$ cat src/rtl/alu_pipe_hs.sv
// Handshaked, registered ALU: single-cycle logic/arith ops plus signed compare and equality.
// Define ALU_MUL_EN to build the iterative shift-add multiplier (op 8); otherwise op 8 reports err.
module alu_pipe_hs #(
  parameter int WIDTH = 4
) (
  input  logic             clk,
  input  logic             rst_n,
  input  logic             in_valid,
  output logic             in_ready,
  input  logic [WIDTH-1:0] a,
  input  logic [WIDTH-1:0] b,
  input  logic [3:0]       op,
  output logic             out_valid,
  input  logic             out_ready,
  output logic [WIDTH-1:0] res,
  output logic [WIDTH-1:0] res_hi,
  output logic             car,
  output logic             of,
  output logic             zero,
  output logic             err
);

  localparam logic [3:0] OP_ADD = 4'd0;
  localparam logic [3:0] OP_SUB = 4'd1;
  localparam logic [3:0] OP_NOT = 4'd2;
  localparam logic [3:0] OP_AND = 4'd3;
  localparam logic [3:0] OP_OR  = 4'd4;
  localparam logic [3:0] OP_XOR = 4'd5;
  localparam logic [3:0] OP_SLT = 4'd6;
  localparam logic [3:0] OP_EQ  = 4'd7;
  localparam logic [3:0] OP_MUL = 4'd8;

  typedef enum logic [1:0] {
    IDLE = 2'd0,
`ifdef ALU_MUL_EN
    BUSY = 2'd1,
`endif
    DONE = 2'd2
  } state_t;

  state_t state_reg, state_next;

  logic [WIDTH-1:0] res_reg, res_hi_reg;
  logic             car_reg, of_reg, zero_reg, err_reg;

  logic             accept;
  logic             is_mul;

  logic [WIDTH:0]   sum_add, sum_sub;
  logic [WIDTH-1:0] alu_res;
  logic             alu_car, alu_of, alu_err;

  assign in_ready  = (state_reg == IDLE) || ((state_reg == DONE) && out_ready);
  assign accept    = in_valid && in_ready;
  assign out_valid = (state_reg == DONE);

  assign res    = res_reg;
  assign res_hi = res_hi_reg;
  assign car    = car_reg;
  assign of     = of_reg;
  assign zero   = zero_reg;
  assign err    = err_reg;

  // Subtract is a + ~b + 1 so car=1 means no borrow.
  assign sum_add = {1'b0, a} + {1'b0, b};
  assign sum_sub = {1'b0, a} + {1'b0, ~b} + (WIDTH+1)'(1);

  always_comb begin
    alu_res = '0;
    alu_car = 1'b0;
    alu_of  = 1'b0;
    alu_err = 1'b0;
    case (op)
      OP_ADD: begin
        alu_res = sum_add[WIDTH-1:0];
        alu_car = sum_add[WIDTH];
        alu_of  = (a[WIDTH-1] == b[WIDTH-1]) && (sum_add[WIDTH-1] != a[WIDTH-1]);
      end
      OP_SUB: begin
        alu_res = sum_sub[WIDTH-1:0];
        alu_car = sum_sub[WIDTH];
        alu_of  = (a[WIDTH-1] != b[WIDTH-1]) && (sum_sub[WIDTH-1] != a[WIDTH-1]);
      end
      OP_NOT: alu_res = ~a;
      OP_AND: alu_res = a & b;
      OP_OR:  alu_res = a | b;
      OP_XOR: alu_res = a ^ b;
      OP_SLT: alu_res = WIDTH'($signed(a) < $signed(b));
      OP_EQ:  alu_res = WIDTH'(a == b);
      default: alu_err = 1'b1;
    endcase
  end

`ifdef ALU_MUL_EN
  localparam int CW = $clog2(WIDTH);
  localparam logic [CW-1:0] LAST = CW'(WIDTH - 1);

  logic [2*WIDTH-1:0] acc_reg, acc_next;
  logic [WIDTH-1:0]   mcand_reg;
  logic [CW-1:0]      count_reg;
  logic [WIDTH:0]     step_sum;
  logic               mul_last;

  assign is_mul = (op == OP_MUL);

  // Low half starts as the multiplier and shifts out one bit per step while the
  // partial product grows into the high half.
  assign step_sum = {1'b0, acc_reg[2*WIDTH-1:WIDTH]} + (acc_reg[0] ? {1'b0, mcand_reg} : '0);
  assign acc_next = {step_sum, acc_reg[WIDTH-1:1]};
  assign mul_last = (count_reg == LAST);

  always_ff @(posedge clk) begin
    if (!rst_n) begin
      acc_reg   <= '0;
      mcand_reg <= '0;
      count_reg <= '0;
    end else if (accept && is_mul) begin
      acc_reg   <= {{WIDTH{1'b0}}, b};
      mcand_reg <= a;
      count_reg <= '0;
    end else if (state_reg == BUSY) begin
      acc_reg   <= acc_next;
      count_reg <= count_reg + CW'(1);
    end
  end
`else
  assign is_mul = 1'b0;
`endif

  always_comb begin
    state_next = state_reg;
    case (state_reg)
      IDLE, DONE: begin
        if (accept) begin
`ifdef ALU_MUL_EN
          state_next = is_mul ? BUSY : DONE;
`else
          state_next = DONE;
`endif
        end else if ((state_reg == DONE) && out_ready) begin
          state_next = IDLE;
        end
      end
`ifdef ALU_MUL_EN
      BUSY: begin
        if (mul_last) state_next = DONE;
      end
`endif
      default: state_next = IDLE;
    endcase
  end

  always_ff @(posedge clk) begin
    if (!rst_n) begin
      state_reg  <= IDLE;
      res_reg    <= '0;
      res_hi_reg <= '0;
      car_reg    <= 1'b0;
      of_reg     <= 1'b0;
      zero_reg   <= 1'b1;
      err_reg    <= 1'b0;
    end else begin
      state_reg <= state_next;
      if (accept && !is_mul) begin
        res_reg    <= alu_err ? '0 : alu_res;
        res_hi_reg <= '0;
        car_reg    <= alu_car;
        of_reg     <= alu_of;
        zero_reg   <= alu_err || (alu_res == '0);
        err_reg    <= alu_err;
      end
`ifdef ALU_MUL_EN
      else if ((state_reg == BUSY) && mul_last) begin
        res_reg    <= acc_next[WIDTH-1:0];
        res_hi_reg <= acc_next[2*WIDTH-1:WIDTH];
        car_reg    <= 1'b0;
        of_reg     <= 1'b0;
        zero_reg   <= (acc_next == '0);
        err_reg    <= 1'b0;
      end
`endif
    end
  end

endmodule

$ cat config.mk
export PLATFORM = sky130hd
export DESIGN_NAME = alu_pipe_hs
export DESIGN_NICKNAME = d
export VERILOG_FILES = /design/src/rtl/alu_pipe_hs.sv
export SDC_FILE = /design/constraint.sdc
export NUM_CORES = 1
export LEC_CHECK = 0
export ABC_CLOCK_PERIOD_IN_PS = 2300
export BUFFER_PORTS_ARGS = -buffer_cell sky130_fd_sc_hd__buf_2
export CAP_MARGIN = 20
export CORE_UTILIZATION = 45
export CTS_BUF_LIST = sky130_fd_sc_hd__clkbuf_4 sky130_fd_sc_hd__clkbuf_8 sky130_fd_sc_hd__clkbuf_16
export DETAILED_ROUTE_END_ITERATION = 8
export GPL_ROUTABILITY_DRIVEN = 0
export MAX_ROUTING_LAYER = met4
export PLACE_DENSITY = 0.75
export SETUP_SLACK_MARGIN = 0.3
export SLEW_MARGIN = 20
export SYNTH_ARGS = -nofsm -noshare
export SYNTH_HDL_FRONTEND = slang
export SYNTH_SLANG_ARGS = --single-unit
$ cat constraint.sdc
create_clock -name clk -period 2.3 [get_ports clk]
set_input_delay 0.23 -clock clk [delete_from_list [all_inputs] [get_ports clk]]
set_output_delay 0.23 -clock clk [all_outputs]
set_load 0.03 [all_outputs]
==> reports/metrics.csv, run 1 <==
metric,value,unit
dieArea,2513,um2
layout-drive-gt1-share,22.58,%
worstSetupPathType,input port to flip-flop,
grt_pass1_wl,3746,um
routed_wl,2216,um
report.power.total,0.5060,mW
grt_pass1_vias,880,
hold_class,input port to flip-flop,
reg2reg_depth,4,
multi_input_area,752.0,um2
die_height,50.13,um
grt_max_degree,24,
synth_cells,133,
vias_per_cell,5.557,
cts_tree,built,
start_kind,input port,
insertion_delay,0.26,ns
hold_end,state_reg[1],
dpl_cell_area,1154,um2
fin_crit,1.957,ns
cts_root_buffer,clkbuf_4,
postCtsSetupBuffers,0,
hold_depth,3,
status,"finished, final reports clean",
avgSynthCellArea,7.836,um2
ys_seq_elements,9,
drtAntennaViolNets,0,
globalRouteOverflowTotal,0,
drc_errors,0,
setup_viol_count_final,0,
diodes,0,
htree_levels,1,
seq_area,180.2,um2
clk_pin_slew,0.06,ns
nNetsFinal,186,
tns,0,ns
reg2reg_to,car,
ys.flop_type,dfxtp_1,
drt_iter0_drc,31,
skew,0.0002365,ns
synth-edff-count,0,
area_delta_synth_final,14.17,%
ir_worst_vdd,0.0002608,V
synth-seq-area-share,17.29,%
largest_reg_flops,4,
io_pins,30,
fin_util,54.31,%
pwr-share-comb,40.8,%
rsz0062_at_grt,no,
cts_resized,0,
critical_path_arrival,2.13,ns
wire_per_inst,12.11,um
dp_hpwl,1814,um
cp.required,2.48,ns
power_density,425.2,nW/um2
async_flop_share,0,%
instances_no_fill,183,
port_buffers,25,
power.leakage,0.5762,nW
p_switching,0.1825,mW
hold_buffers,0,
synth.distinct_cells,43,
cts-buffers-inserted,3,
switching_share,36.08,%
timing.final.crit_share,85.10,%
max_freq,0.5109,GHz
reg2reg_setup_slack,0.82,ns
syn_area,1042,um2
fill_cells,212,
drv_slew,0,
clockBufferDepth,2,
num_rows,17,
max-cap-violations,0,
path_max_fanout,3,
clkPwrFrac,25.9,%
yosysWarnings,0,
drt_first_pass_iters,4,
start_util,47.57,%
postLayoutCellArea,1190,um2
holdCritStartpoint,in_valid,
vias,1017,
cts_num_sinks,9,
dieWidth,50.13,um
seqPwrFrac,33.2,%
grt_usage,19.55,%
dp.cells,179,
regToRegStartpoint,state_reg[1],
crit_path_end_kind,flip-flop,
finalHoldViolations,0,
intPower,0.3234,mW
coreArea,2191,um2
antenna_found_initial,0,
## synthesized netlist by cell type, drive strengths merged, types with 2 or more instances
master | count | area, um2
o211a | 3 | 30.03
nor2 | 3 | 11.26
a21oi | 9 | 48.80
nor2b | 4 | 25.02
nand3 | 2 | 10.01
clkbuf | 3 | 11.26
nor3b | 4 | 30.03
nand2b | 4 | 25.02
a211oi | 3 | 22.52
o211ai | 5 | 37.54
ha | 12 | 150.1
o21ai | 5 | 25.02
buf | 8 | 56.30
o21a | 2 | 15.01
or3 | 2 | 12.51
fa | 2 | 40.04
o31ai | 4 | 30.03
xnor2 | 2 | 17.52
nand2 | 14 | 52.55
inv | 16 | 60.06
dfxtp | 9 | 180.2
## metal layers
layer	vias to the layer above	wire length [um]	global-route usage (%)
li1	505	-	-
met1	458	965	23.52
met2	44	1080	34.00
met3	10	107	1.852
met4	0	61	5.714
met5	-	0	-
## metrics by stage
stage	hold WS, ns	worst slack [ns]
finish	0.2327	0.3426
global route	0.2438	0.3103
global placement	0.4427	0.1173
floorplan	0.3595	0.3318
CTS	0.2344	0.3394
detailed placement	0.4476	0.07553
## critical path, cell delays in order
cell and delay (ns):
buf_2 0.11, inv_1 0.08, ha_1 0.16, inv_1 0.05, fa_1 0.44, mux4_2 0.47
o211ai_1 0.26, o211ai_1 0.13, o31ai_1 0.19
## cells by family after synthesis
kind of cell / share of synthesized area [%]
other cells: 0.3598
mux: 3.241
fa+ha+maj: 18.25
compound gates: 27.37
xor+xnor: 1.681
flops: 17.29
simple gates: 19.57
buf+inv: 12.24
## cell usage in the layout (no fill, tap or decap), types with 2 or more instances in the layout
cell,instances
nor2b_1,4
inv_2,2
nand2_1,14
o21ai_0,4
fa_1,2
xnor2_1,2
or3_1,2
o21a_1,2
ha_1,12
dfxtp_1,9
nand2b_1,4
o211a_1,3
a211oi_1,3
nand3_1,2
nor3b_1,4
clkbuf_4,4
o211ai_1,5
nor2_1,3
inv_1,14
o31ai_1,4
a21oi_1,8
conb_1,4
buf_2,25
## layout make-up
| cell class | instances | share of cell area (%) |
|---|---|---|
| clock buffer | 4 | 2.524 |
| inverter | 16 | 5.047 |
| multi-input combinational | 100 | 63.20 |
| sequential | 9 | 15.14 |
| tap | 28 | 2.944 |
| timing repair buffer | 26 | 11.15 |
## worst max path at each step
stage                   to  slack (ns)  cells after the start  start
floorplan           res[0]        0.33                      8   a[0]
global placement    res[0]        0.12                      9   a[0]
detailed placement  res[0]        0.08                      9   a[0]
CTS                 res[0]        0.34                      9   a[0]
global route        res[0]        0.31                      9   a[0]
finish                zero        0.34                      9   a[0]
## power by group through the flow
stage / clock network, mW / registers [mW] / logic, mW
6_report: 0.131 / 0.168 / 0.207
5_1_grt: 0.140 / 0.169 / 0.230
4_1_cts: 0.133 / 0.168 / 0.203
3_5_place_dp: 0 / 0.172 / 0.202
3_3_place_gp: 0 / 0.171 / 0.197
2_1_floorplan: 0 / 0.188 / 0.139
Power figures use the tool's default switching activity.
==> run 2: changes to the inputs <==
--- a/config.mk
+++ b/config.mk
@@ -5,7 +5,7 @@
 export SDC_FILE = /design/constraint.sdc
 export NUM_CORES = 1
 export LEC_CHECK = 0
-export ABC_CLOCK_PERIOD_IN_PS = 2300
+export ABC_CLOCK_PERIOD_IN_PS = 2450
 export BUFFER_PORTS_ARGS = -buffer_cell sky130_fd_sc_hd__buf_2
 export CAP_MARGIN = 20
 export CORE_UTILIZATION = 45
==> constraint.sdc (replaced) <==
create_clock -name clk -period 2.45 [get_ports clk]
set_input_delay 0.245 -clock clk [delete_from_list [all_inputs] [get_ports clk]]
set_output_delay 0.245 -clock clk [all_outputs]
set_load 0.03 [all_outputs]
==> reports/metrics.csv, run 2 (synthesized netlist as in run 1, its figures left out) <==
metric,value,unit
status,"finished, final reports clean",
drv_slew,0,
skew,0.001166,ns
dieWidth,50.13,um
holdCritStartpoint,in_valid,
clk_pin_slew,0.06,ns
cts_tree,built,
tns,0,ns
drt_first_pass_iters,4,
cts_resized,0,
htree_levels,1,
cts_root_buffer,clkbuf_4,
post-place-ws,0.2166,ns
io_pins,30,
path_max_fanout,4,
drtAntennaViolNets,0,
max-cap-violations,0,
setup_viol_count_final,0,
die_height,50.13,um
dp_hpwl,1808,um
worstSetupPathType,input port to flip-flop,
power.leakage,0.5751,nW
antenna_found_initial,0,
start_kind,input port,
report.power.total,0.4667,mW
cp_cell_sequence,buf_2 -> inv_1 -> ha_1 -> inv_1 -> fa_1 -> a2111oi_0 -> o211ai_1 -> a311o_1 -> a21oi_2,
diodes,0,
hold_buffers,0,
hold_depth,3,
clockBufferDepth,2,
slowest_stage,a2111oi_0,
reg2reg_depth,4,
max_stage_delay,0.43,ns
timing.final.crit_share,81.35,%
grt_pass1_vias,914,
coreArea,2191,um2
cts_num_sinks,9,
fin_crit,1.993,ns
finalHoldViolations,0,
grt_pass1_wl,3753,um
largest_reg_flops,4,
cp_common_cell,inv_1,
layout_commonest_cell,buf_2,
rsz0062_at_grt,no,
globalRouteOverflowTotal,0,
ir_worst_vdd,0.0003211,V
wire_per_inst,11.89,um
crit_path_end_kind,flip-flop,
vias,983,
start_util,47.57,%
grt_max_degree,24,
fill_cells,203,
layout_common_cells,"buf_2, inv_1, nand2_1",
port_buffers,25,
crit_start,a[0],
seq_area,180.2,um2
nNetsFinal,186,
cts-buffers-inserted,3,
area_delta_synth_final,13.57,%
hold_class,input port to flip-flop,
drt_iter0_drc,11,
critical_path_arrival,2.18,ns
insertion_delay,0.24,ns
drc_errors,0,
multi_input_area,745.7,um2
routed_wl,2175,um
dieArea,2513,um2
vias_per_cell,5.372,
power_density,394.3,nW/um2
grt_usage,19.16,%
cp.required,2.63,ns
max_freq,0.5017,GHz
layout-drive-gt1-share,21.94,%
setup_ws,0.4568,ns
postCtsSetupBuffers,0,
regToRegStartpoint,state_reg[1],
num_rows,17,
## run 2: path summary, 6_finish.rpt
path	slack, ns	to
worst max-delay path	0.46	res[0]
worst min-delay path	0.26	state_reg[1]
worst max register to register	0.97	car
worst min register to register	0.46	err
## run 2: worst max-delay path, delay by kind of cell
family	cells	cell delay, ns
buffers and inverters	3	0.25
adders and majority gates	2	0.58
AOI/OAI and AO/OA	4	1.11
## run 2: cell type report
| class | count | area share, % |
|---|---|---|
| clock buffers | 4 | 2.537 |
| multi-input cells | 100 | 63.00 |
| repair buffers | 26 | 11.21 |
| well taps | 28 | 2.960 |
| flip-flops and latches | 9 | 15.22 |
| inverters | 16 | 5.074 |
## run 2: through the flow
step	utilization (%)	instance area [um2]	instances	hold WS (ns)
6_report	54.03	1184	183	0.2642
5_1_grt	54.03	1184	183	0.2678
4_1_cts	54.03	1184	183	0.2621
3_5_place_dp	52.66	1154	179	0.4476
3_3_place_gp	52.66	1154	179	0.4427
2_1_floorplan	-	1054	136	0.3745
## run 2: power breakdown
| part | total [mW] | internal (mW) | switching, mW |
|---|---|---|---|
| clock | 0.117 | 0.0733 | 0.0440 |
| combinational | 0.191 | 0.0744 | 0.117 |
| sequential | 0.158 | 0.154 | 0.00355 |
| total | 0.467 | 0.302 | 0.165 |
## run 2: routing by layer
| metal | vias to the layer above | global-route usage (%) | share of wire, % |
|---|---|---|---|
| met5 | - | - | 0 |
| met4 | 0 | 4.286 | 1.1 |
| met3 | 4 | 3.086 | 3.8 |
| met2 | 26 | 34.00 | 50 |
| met1 | 445 | 22.22 | 45 |
| li1 | 508 | - | - |
